===== src/rtl/debug_host_pkg.sv =====
// debug_host_pkg: protocol constants shared by the debug target and host,
// plus the host controller's state, acknowledge-context and error encodings.
package debug_host_pkg;

   // Default widths and sizes
   localparam int DH_NB_REG      = 32;
   localparam int DH_DBIT        = 8;
   localparam int DH_PROG_AW     = 6;
   localparam int DH_CAP_AW      = 9;
   localparam int DH_TIMEOUT_CYC = 1048576;

   // Command codes and protocol markers
   localparam logic [7:0]  CMD_LOAD  = 8'h02;
   localparam logic [7:0]  CMD_RUN   = 8'h05;
   localparam logic [7:0]  CMD_RESET = 8'h0C;
   localparam logic [7:0]  ACK_BYTE  = 8'hAA;
   localparam logic [31:0] HALT_WORD = 32'hFC00_0000;

   // Post-halt dump layout: registers, memory words, pipeline latches
   localparam int N_REG_BYTES   = 128;
   localparam int N_MEM_BYTES   = 128;
   localparam int N_LATCH_BYTES = 43;
   localparam int DH_N_DUMP     = N_REG_BYTES + N_MEM_BYTES + N_LATCH_BYTES;

   // Sticky error codes reported on o_error
   typedef enum logic [1:0] {
      ERR_NONE    = 2'b00,
      ERR_BAD_ACK = 2'b01,
      ERR_NO_HALT = 2'b10,
      ERR_TIMEOUT = 2'b11
   } err_e;

   // Host controller states
   typedef enum logic [3:0] {
      ST_IDLE,
      ST_SEND_RST,
      ST_SEND_LOAD,
      ST_WAIT_ACK,
      ST_FETCH,
      ST_LATCH,
      ST_SEND_BYTE,
      ST_SEND_RUN,
      ST_RECV,
      ST_DONE,
      ST_ERROR
   } state_e;

   // What an accepted ACK resumes into
   typedef enum logic [1:0] {
      ACK_AFTER_LOAD,
      ACK_AFTER_BYTE,
      ACK_AFTER_RUN
   } ack_ctx_e;

   // Select byte idx of a word, byte 0 being bits 31:24
   function automatic logic [7:0] word_byte(input logic [31:0] w, input logic [1:0] idx);
      logic [7:0] b;
      case (idx)
         2'd0:    b = w[31:24];
         2'd1:    b = w[23:16];
         2'd2:    b = w[15:8];
         default: b = w[7:0];
      endcase
      return b;
   endfunction

endpackage


===== src/rtl/debug_host_wdog.sv =====
// debug_host_wdog: stall watchdog for the debug host. Only instantiated when
// DH_TIMEOUT_EN is defined. Counts stalled cycles, restarts on any UART
// transfer, and flags expiry once TIMEOUT_CYC stalled cycles accumulate.
module debug_host_wdog
   import debug_host_pkg::*;
#(
   parameter int TIMEOUT_CYC = DH_TIMEOUT_CYC
)(
   input  logic i_clk,
   input  logic i_reset,
   input  logic i_clear,
   input  logic i_count_en,
   output logic o_expired
);

   localparam int CW = $clog2(TIMEOUT_CYC + 1);
   localparam logic [CW-1:0] LIMIT = CW'(TIMEOUT_CYC);

   logic [CW-1:0] stall_cnt;

   assign o_expired = (stall_cnt == LIMIT);

   // Stall counter: cleared by transfers, saturates at the limit
   always_ff @(posedge i_clk) begin
      if (i_reset || i_clear) begin
         stall_cnt <= '0;
      end else if (i_count_en && !o_expired) begin
         stall_cnt <= stall_cnt + 1'b1;
      end
   end

endmodule


===== src/rtl/debug_host.sv =====
// debug_host: initiator end of the MIPS debug UART protocol. Streams a program
// from a word ROM with LOAD and per-byte ACKs, issues RUN, captures the 299-byte
// post-halt dump, and can send the target RESET command on its own.
// Optional stall watchdog enabled by defining DH_TIMEOUT_EN.
module debug_host
   import debug_host_pkg::*;
#(
   parameter int NB_REG      = DH_NB_REG,
   parameter int DBIT        = DH_DBIT,
   parameter int PROG_AW     = DH_PROG_AW,
   parameter int CAP_AW      = DH_CAP_AW,
   parameter int N_DUMP      = DH_N_DUMP,
   parameter int TIMEOUT_CYC = DH_TIMEOUT_CYC
)(
   input  logic               i_dh_clk,
   input  logic               i_dh_reset,
   input  logic               i_start,
   input  logic               i_tgt_reset,
   input  logic               i_rx_empty,
   input  logic [DBIT-1:0]    i_rx_data,
   output logic               o_rd_uart,
   input  logic               i_tx_full,
   output logic               o_wr_uart,
   output logic [DBIT-1:0]    o_tx_data,
   output logic [PROG_AW-1:0] o_prog_addr,
   input  logic [NB_REG-1:0]  i_prog_data,
   output logic               o_cap_we,
   output logic [CAP_AW-1:0]  o_cap_addr,
   output logic [DBIT-1:0]    o_cap_data,
   output logic               o_busy,
   output logic               o_done,
   output logic [1:0]         o_error
);

   localparam logic [CAP_AW-1:0]  LAST_IDX = CAP_AW'(N_DUMP - 1);
   localparam logic [CAP_AW-1:0]  DUMP_LEN = CAP_AW'(N_DUMP);
   localparam logic [PROG_AW-1:0] ADDR_MAX = '1;

   state_e              state_q,     state_d;
   ack_ctx_e            ctx_q,       ctx_d;
   logic [PROG_AW-1:0]  prog_addr_q, prog_addr_d;
   logic [NB_REG-1:0]   word_q,      word_d;
   logic [1:0]          byte_idx_q,  byte_idx_d;
   logic [CAP_AW-1:0]   rx_cnt_q,    rx_cnt_d;
   logic                cap_we_q,    cap_we_d;
   logic [CAP_AW-1:0]   cap_addr_q,  cap_addr_d;
   logic [DBIT-1:0]     cap_data_q,  cap_data_d;
   err_e                error_q,     error_d;

   logic                push;
   logic                pop;
   logic [DBIT-1:0]     tx_byte;
   logic                timeout_hit;

`ifdef DH_TIMEOUT_EN
   logic in_wait_state;
   logic stalled;
   logic wdog_expired;

   assign in_wait_state = (state_q == ST_WAIT_ACK) || (state_q == ST_RECV) ||
                          (state_q == ST_SEND_RST) || (state_q == ST_SEND_LOAD) ||
                          (state_q == ST_SEND_BYTE) || (state_q == ST_SEND_RUN);
   assign stalled = (state_q == ST_WAIT_ACK) || (state_q == ST_RECV) ||
                    (i_tx_full && ((state_q == ST_SEND_RST) || (state_q == ST_SEND_LOAD) ||
                                   (state_q == ST_SEND_BYTE) || (state_q == ST_SEND_RUN)));

   debug_host_wdog #(
      .TIMEOUT_CYC (TIMEOUT_CYC)
   ) u_wdog (
      .i_clk      (i_dh_clk),
      .i_reset    (i_dh_reset),
      .i_clear    (push || pop || (state_q == ST_IDLE)),
      .i_count_en (stalled),
      .o_expired  (wdog_expired)
   );

   assign timeout_hit = wdog_expired && in_wait_state;
`else
   assign timeout_hit = 1'b0;
`endif

   // Reset aborts at once: no push or pop in the cycle reset is asserted
   assign o_wr_uart   = push && !i_dh_reset;
   assign o_rd_uart   = pop && !i_dh_reset;
   assign o_tx_data   = tx_byte;
   assign o_prog_addr = prog_addr_q;
   assign o_cap_we    = cap_we_q;
   assign o_cap_addr  = cap_addr_q;
   assign o_cap_data  = cap_data_q;
   assign o_error     = error_q;
   assign o_busy      = (state_q != ST_IDLE);
   assign o_done      = (state_q == ST_DONE) || (state_q == ST_ERROR);

   // Next-state, datapath updates and UART handshakes for the whole sequence
   always_comb begin
      state_d     = state_q;
      ctx_d       = ctx_q;
      prog_addr_d = prog_addr_q;
      word_d      = word_q;
      byte_idx_d  = byte_idx_q;
      rx_cnt_d    = rx_cnt_q;
      cap_we_d    = 1'b0;
      cap_addr_d  = cap_addr_q;
      cap_data_d  = cap_data_q;
      error_d     = error_q;
      push        = 1'b0;
      pop         = 1'b0;
      tx_byte     = '0;

      if (timeout_hit) begin
         error_d = ERR_TIMEOUT;
         state_d = ST_ERROR;
      end else begin
         case (state_q)
            ST_IDLE: begin
               if (i_tgt_reset) begin
                  error_d = ERR_NONE;
                  state_d = ST_SEND_RST;
               end else if (i_start) begin
                  error_d     = ERR_NONE;
                  prog_addr_d = '0;
                  rx_cnt_d    = '0;
                  state_d     = ST_SEND_LOAD;
               end
            end

            ST_SEND_RST: begin
               tx_byte = CMD_RESET;
               if (!i_tx_full) begin
                  push    = 1'b1;
                  state_d = ST_DONE;
               end
            end

            ST_SEND_LOAD: begin
               tx_byte = CMD_LOAD;
               if (!i_tx_full) begin
                  push    = 1'b1;
                  ctx_d   = ACK_AFTER_LOAD;
                  state_d = ST_WAIT_ACK;
               end
            end

            ST_WAIT_ACK: begin
               if (!i_rx_empty) begin
                  pop = 1'b1;
                  if (i_rx_data != ACK_BYTE) begin
                     error_d = ERR_BAD_ACK;
                     state_d = ST_ERROR;
                  end else begin
                     case (ctx_q)
                        ACK_AFTER_LOAD: state_d = ST_FETCH;
                        ACK_AFTER_BYTE: begin
                           if (byte_idx_q != 2'd3) begin
                              byte_idx_d = byte_idx_q + 2'd1;
                              state_d    = ST_SEND_BYTE;
                           end else if (word_q == HALT_WORD) begin
                              state_d = ST_SEND_RUN;
                           end else if (prog_addr_q == ADDR_MAX) begin
                              error_d = ERR_NO_HALT;
                              state_d = ST_ERROR;
                           end else begin
                              prog_addr_d = prog_addr_q + 1'b1;
                              state_d     = ST_FETCH;
                           end
                        end
                        default: begin
                           rx_cnt_d = '0;
                           state_d  = ST_RECV;
                        end
                     endcase
                  end
               end
            end

            ST_FETCH: state_d = ST_LATCH;

            ST_LATCH: begin
               word_d     = i_prog_data;
               byte_idx_d = 2'd0;
               state_d    = ST_SEND_BYTE;
            end

            ST_SEND_BYTE: begin
               tx_byte = word_byte(word_q, byte_idx_q);
               if (!i_tx_full) begin
                  push    = 1'b1;
                  ctx_d   = ACK_AFTER_BYTE;
                  state_d = ST_WAIT_ACK;
               end
            end

            ST_SEND_RUN: begin
               tx_byte = CMD_RUN;
               if (!i_tx_full) begin
                  push    = 1'b1;
                  ctx_d   = ACK_AFTER_RUN;
                  state_d = ST_WAIT_ACK;
               end
            end

            ST_RECV: begin
               if (cap_we_q && (cap_addr_q == LAST_IDX)) begin
                  state_d = ST_DONE;
               end else if ((rx_cnt_q != DUMP_LEN) && !i_rx_empty) begin
                  pop        = 1'b1;
                  cap_we_d   = 1'b1;
                  cap_addr_d = rx_cnt_q;
                  cap_data_d = i_rx_data;
                  rx_cnt_d   = rx_cnt_q + 1'b1;
               end
            end

            ST_DONE:  state_d = ST_IDLE;
            ST_ERROR: state_d = ST_IDLE;
            default:  state_d = ST_IDLE;
         endcase
      end
   end

   // State and datapath registers with synchronous reset
   always_ff @(posedge i_dh_clk) begin
      if (i_dh_reset) begin
         state_q     <= ST_IDLE;
         ctx_q       <= ACK_AFTER_LOAD;
         prog_addr_q <= '0;
         word_q      <= '0;
         byte_idx_q  <= '0;
         rx_cnt_q    <= '0;
         cap_we_q    <= 1'b0;
         cap_addr_q  <= '0;
         cap_data_q  <= '0;
         error_q     <= ERR_NONE;
      end else begin
         state_q     <= state_d;
         ctx_q       <= ctx_d;
         prog_addr_q <= prog_addr_d;
         word_q      <= word_d;
         byte_idx_q  <= byte_idx_d;
         rx_cnt_q    <= rx_cnt_d;
         cap_we_q    <= cap_we_d;
         cap_addr_q  <= cap_addr_d;
         cap_data_q  <= cap_data_d;
         error_q     <= error_d;
      end
   end

endmodule


===== config.mk =====
export PLATFORM = sky130hd
export DESIGN_NAME = debug_host
export DESIGN_NICKNAME = d
export VERILOG_FILES = /design/src/rtl/debug_host_pkg.sv /design/src/rtl/debug_host_wdog.sv /design/src/rtl/debug_host.sv
export SDC_FILE = /design/constraint.sdc
export NUM_CORES = 1
export LEC_CHECK = 0
export CORE_MARGIN = 5
export CORE_UTILIZATION = 45
export DETAILED_ROUTE_END_ITERATION = 10
export PLACE_DENSITY = 0.73
export RECOVER_POWER = 100
export SLEW_MARGIN = 20
export SYNTH_ARGS = -nofsm -noshare
export SYNTH_HDL_FRONTEND = slang
export SYNTH_SLANG_ARGS = --single-unit

===== constraint.sdc =====
create_clock -name i_dh_clk -period 2.8 [get_ports i_dh_clk]
set_input_delay 0.7 -clock i_dh_clk [delete_from_list [all_inputs] [get_ports i_dh_clk]]
set_output_delay 0.7 -clock i_dh_clk [all_outputs]
set_load 0.02 [all_outputs]

After elaboration in Yosys (flattened, before gate mapping):

Cells that the tools add are included.

* output and inout port bits: 38
* word-level logic and storage cells: 138
* input bits: 46
* register bits: 75

* eq/ne operators: 42
* bitwise operators: 2
* $add $sub $neg: 3
* reduce and logical (&&, ||, !) cells: 26
* mux-type cells: 55

Operators with widths (number)
* $mux 9: 7
* $mux 6: 8
* $mux 4: 10
* $ne 2x2->1 const B: 19
* $eq 32x32->1 const B: 1
* $pmux 8 s4: 1
* $mux 2: 15
* $pmux 4 s7: 1
* $pmux 9 s3: 1
* $pmux 8 s3: 1
* $eq 4x3->1 const B: 4
* $ne 3x3->1 const B: 5
* $eq 4x4->1 const B: 3
* $pmux 6 s2: 1
* $reduce_and 5->1: 2
* $add 9x1->9 const B: 1
* $eq 9x9->1 const B: 1
* $ne 9x9->1 const B: 1
* $reduce_and 9->1: 1
* $eq 4x2->1 const B: 2
* $ne 8x8->1 const B: 1
* $pmux 2 s2: 2
* $pmux 4 s2: 1
* $reduce_and 8->1: 1
* other kinds (24): 38

Longest topological paths before layout:

* depth in word-level cells: 8
* depth in mapped cells: 8
* gate-level depth less buffers: 7

Least setup slack after synthesis:

No wires, ideal clock.

* kind: reg-to-output
* from: register state_q[2]
* to: output o_rd_uart
* stages on the path, launching flop included: 7
* data required time: 2100 ps
* slack: -15 ps
* arrival time: 2115 ps
* path buffers: 2
* cells stage by stage: dfxtp_1 -> buf_2 -> or4b_4 -> a41oi_4 -> nand2_1 -> buf_2 -> a21oi_1

* longest elaborated chain between the ends: 3
* elaborated cells between the ends (all ways): 4
* those cells by class: 2 x eq/ne; 1 x mux; 1 x reduce/logical

RTL lines
* start, declared: line debug_host.sv:39 `state_e state_q, state_d;`
* start signal, assigned: line debug_host.sv:235 `state_q <= state_d;`
* $eq 4x4->1 / $eq 4x2->1 (equally long branches): line debug_host.sv:114 `case (state_q)`
* $pmux 1 s2 *: line debug_host.sv:114
* $logic_and 1x1->1 *: line debug_host.sv:84 `assign o_rd_uart = pop && !i_dh_reset;`
* end, declared: line debug_host.sv:21 `output logic o_rd_uart,`

Mark *: on every way between the ends. The rest lies on a longest branch, timed or not.

Worst setup path after layout:

* from: input i_tx_full
* to: output o_wr_uart

* longest elaborated chain between the ends: 3

RTL lines
* start, declared: line debug_host.sv:22 `input logic i_tx_full,`
* $mux 1 (2 in series)
* $logic_and 1x1->1: line debug_host.sv:83 `assign o_wr_uart = push && !i_dh_reset;`
* end, declared: line debug_host.sv:23 `output logic o_wr_uart,`

Every way passes these cells.

==> impl_metrics.sql <==
INSERT INTO impl_metrics (metric_group, metric, value, unit) VALUES
('run_status', 'status', 'complete, no violations', ''),
('grt', 'grt_pass1_wl', '16900', 'um'),
('power_and_ir_drop', 'ir_drop', '339', 'uV'),
('power_and_ir_drop', 'p_clk_share', '30.5', '%'),
('power_and_ir_drop', 'seq_power_share', '35.2', '%'),
('synth', 'edff_count_synth', '0', ''),
('detailed_routing', 'via_count', '3691', ''),
('synth', 'synth.area.mux_share', '5.49', '%'),
('layout', 'fraction_of_layout_instances_using_a_drive_strength_above_1', '12.5', '%'),
('layout', 'area.growth.synth_to_final', '36.5', '%'),
('floorplan', 'floorplan.die.height', '100', 'um'),
('synth', 'yosysWarnings', '0', ''),
('sta', 'period_share', '96.4', '%'),
('synth', 'post_synthesis_async_set_or_reset_flop_share', '0', '%'),
('layout', 'nFillCells', '736', ''),
('synth', 'xor_xnor_fraction_of_synth_area', '2.40', '%'),
('grt', 'grt_pass1_vias', '3577', ''),
('floorplan', 'dieArea', '10000', 'um2'),
('worst_setup_path', 'worst_setup_path_end_kind', 'primary output', ''),
('floorplan', 'ioPinCount', '84', ''),
('worst_setup_path', 'critical_path_cell_by_cell', 'clkdlybuf4s50_1 > nor4_1 > buf_4 > dlygate4sd2_1', ''),
('synth', 'synth_compound_gate_area_share', '19.3', '%'),
('worst_setup_path', 'timing.critical_path.slowest_stage_cell', 'clkdlybuf4s50_1', ''),
('worst_setup_path', 'cp.buffers_inverters', '3', ''),
('detailed_routing', 'ant_nets', '0', ''),
('placed_design', 'place.detailed.hpwl', '7550', 'um'),
('sta', 'maxSlewHeadroom', '23.1', '%'),
('grt', 'grt_overflow_total', '0', ''),
('layout', 'final_cell_count_without_fillers', '663', ''),
('clocking', 'clk_transition_reported_paths', '0.08', 'ns'),
('detailed_routing', 'drt_pass1_iterations', '10', ''),
('grt', 'antenna_found_initial', '0', ''),
('floorplan', 'initial_utilization', '46.7', '%'),
('worst_setup_path', 'crit_type', 'in2out', ''),
('worst_setup_path', 'worst-path-stages', '4', ''),
('detailed_routing', 'drtIter0Drc', '322', ''),
('layout', 'final_cell_area', '4980', 'um2'),
('power_and_ir_drop', 'p_switching', '1.06', 'mW'),
('clocking', 'clkSinkCount', '75', ''),
('sta', 'tightest_slew', '1.15', 'ns'),
('floorplan', 'die_width', '100', 'um'),
('clocking', 'cts_tree', 'yes', ''),
('sta', 'finClkSkew', '0.00961', 'ns'),
('power_and_ir_drop', 'switching_share', '32.6', '%'),
('worst_setup_path', 'required', '2.10', 'ns'),
('placed_design', 'placed_area', '4780', 'um2'),
('sta', 'final-setup-viol-count', '0', ''),
('grt', 'grt_start_max_net_pins', '66', ''),
('synth', 'synth_cell_types', '49', ''),
('clocking', 'cts_htree_levels', '3', ''),
('clocking', 'post-cts-setup-buffer-count', '0', ''),
('worst_setup_path', 'worstPathMaxFanout', '2', ''),
('clocking', 'cts-buffers-inserted', '9', ''),
('worst_setup_path', 'origin_of_the_worst_setup_path', 'i_tx_full', ''),
('layout', 'nNetsFinal', '608', ''),
('run', 'timing.max_cap.violations', '0', ''),
('worst_setup_path', 'worst_setup_path_start_kind', 'input port', ''),
('layout', 'ant_cells', '0', ''),
('synth', 'dominant_combinational_cell_family_by_area_after_synthesis', 'simple AND/OR/NAND/NOR gates', ''),
('synth', 'ys_ff_latch', '75', ''),
('worst_setup_path', 'critical_path.endpoint', 'o_wr_uart', ''),
('placed_design', 'post-place-cells', '647', ''),
('synth', 'syn-num-nets', '506', ''),
('power_and_ir_drop', 'power.internal', '2.20', 'mW'),
('floorplan', 'std_cell_rows', '32', ''),
('sta', 'setup_repair_after_global_routing_missed_its_margin', 'false', ''),
('worst_setup_path', 'timing.reg2reg.worst_path_depth', '6', ''),
('grt', 'grt_usage', '20.7', '%'),
('sta', 'final-hold-violation-count', '0', ''),
('synth', 'post_synth_fa_ha_maj_area_fraction', '2.06', '%'),
('clocking', 'ctsHoldBuffers', '0', '');
==> power groups by stage <==
stage	clock network [mW]	registers (mW)	logic, mW
6_report	0.994	1.15	1.12
5_1_grt	1.06	1.16	1.21
4_1_cts	1.01	1.15	1.15
3_5_place_dp	0	1.17	1.15
3_3_place_gp	0	1.17	1.14
2_1_floorplan	0	1.19	0.638
==> logic make-up after synthesis <==
kind of cell	after synthesis
buffers and inverters	34
xor gates and xnor gates	10
DFF	75
muxes	20
AOI/OAI and AO/OA	110
adders and majority gates	6
and+or+nand+nor	199
==> cells in the final DEF (no fill, tap or decap), drive strengths merged, types with 4 or more instances in the layout <==
cell type / count
xor2: 4
nor4: 8
clkdlybuf4s50: 45
mux2i: 20
dfxtp: 75
inv: 6
xnor2: 6
a211oi: 5
nand2: 84
nor2: 46
buf: 26
o21ai: 12
nor2b: 5
a21oi: 58
a222oi: 8
nand2b: 9
or3: 7
nor4bb: 4
nand3: 14
clkbuf: 27
ha: 6
nor3: 7
dlygate4sd3: 27
==> sequential cells by signal, indices dropped and copies added, names as in the netlist <==
register and flops:
word_q 32, rx_cnt_q 9, state_q 4, byte_idx_q 2
o_error 2, ctx_q 2, o_cap_we 1, o_cap_data 8
o_cap_addr 9, o_prog_addr 6
==> stage by stage <==
step | setup slack [ns] | hold slack (ns) | setup TNS [ns] | utilization, %
finish | 0.102 | 0.479 | 0 | 63.7
global route | 0.00641 | 0.493 | 0 | 63.7
CTS | -0.0531 | 0.476 | -0.0531 | 64.5
detailed placement | -0.247 | 0.464 | -1.60 | 61.3
global placement | -0.208 | 0.459 | -1.19 | 61.3
floorplan | 0.0881 | 0.445 | 0 | -
==> how the worst min path moves through the flow <==
stage,startpoint,end,slack (ns),cells past startpoint
final,word_q[26],word_q[26],0.48,2
after global routing,word_q[31],word_q[31],0.49,2
after CTS,word_q[26],word_q[26],0.48,2
after detailed placement,word_q[26],word_q[26],0.46,2
after global placement,word_q[31],word_q[31],0.46,2
after floorplan,word_q[27],word_q[27],0.44,2
==> Yosys cell counts (3+ instances only) <==
master	number	area, um2
nand2_1	84	315
dfxtp_1	75	1500
a21oi_1	58	290
nor2_1	46	173
clkbuf_1	23	86.3
mux2i_1	20	200
nand3_1	13	65.1
o21ai_0	12	60.1
nand2b_1	9	56.3
a222oi_1	8	80.1
nor4_1	8	50.1
or3_1	7	43.8
ha_1	6	75.1
inv_1	6	22.5
nor3_1	6	30.0
xnor2_1	6	52.6
a211oi_1	5	37.5
nor2b_1	5	31.3
buf_2	4	20.0
nor4bb_1	4	40.0
xor2_1	4	35.0
a31o_2	3	26.3
and3_1	3	18.8
and4b_1	3	30.0
nand4_1	3	18.8
o31ai_1	3	22.5
==> worst min-delay path, cell delays in order, from the launching register on <==
cell and delay [ns]:
dfxtp_1 0.33, nand2_1 0.06, a21oi_1 0.05
==> layer usage <==
layer	up-vias	GRT usage (%)	part of all wire [%]	wire length [um]
met4	0	6.63	1.8	183
met1	1696	28.0	46	4680
met2	155	32.8	45	4540
li1	1822	-	-	-
met3	18	4.79	7.6	776
met5	-	0	0	0
==> area by class of cell <==
class | instances | area (um2) | area share (%)
clock buffers | 9 | 124 | 2.49
clock inverters | 7 | 116 | 2.34
repair buffers | 119 | 1040 | 20.9
well taps | 102 | 128 | 2.56
inverters | 6 | 22.5 | 0.452
flip-flops and latches | 75 | 1500 | 30.2
multi-input cells | 345 | 2040 | 41.1
==> timing repair <==
action,in CTS,in global routing
endpoints found under the setup margin,10,10
pin swaps,1,3
resized for setup,20,16
Note: power is estimated with default switching activity, not from simulation.
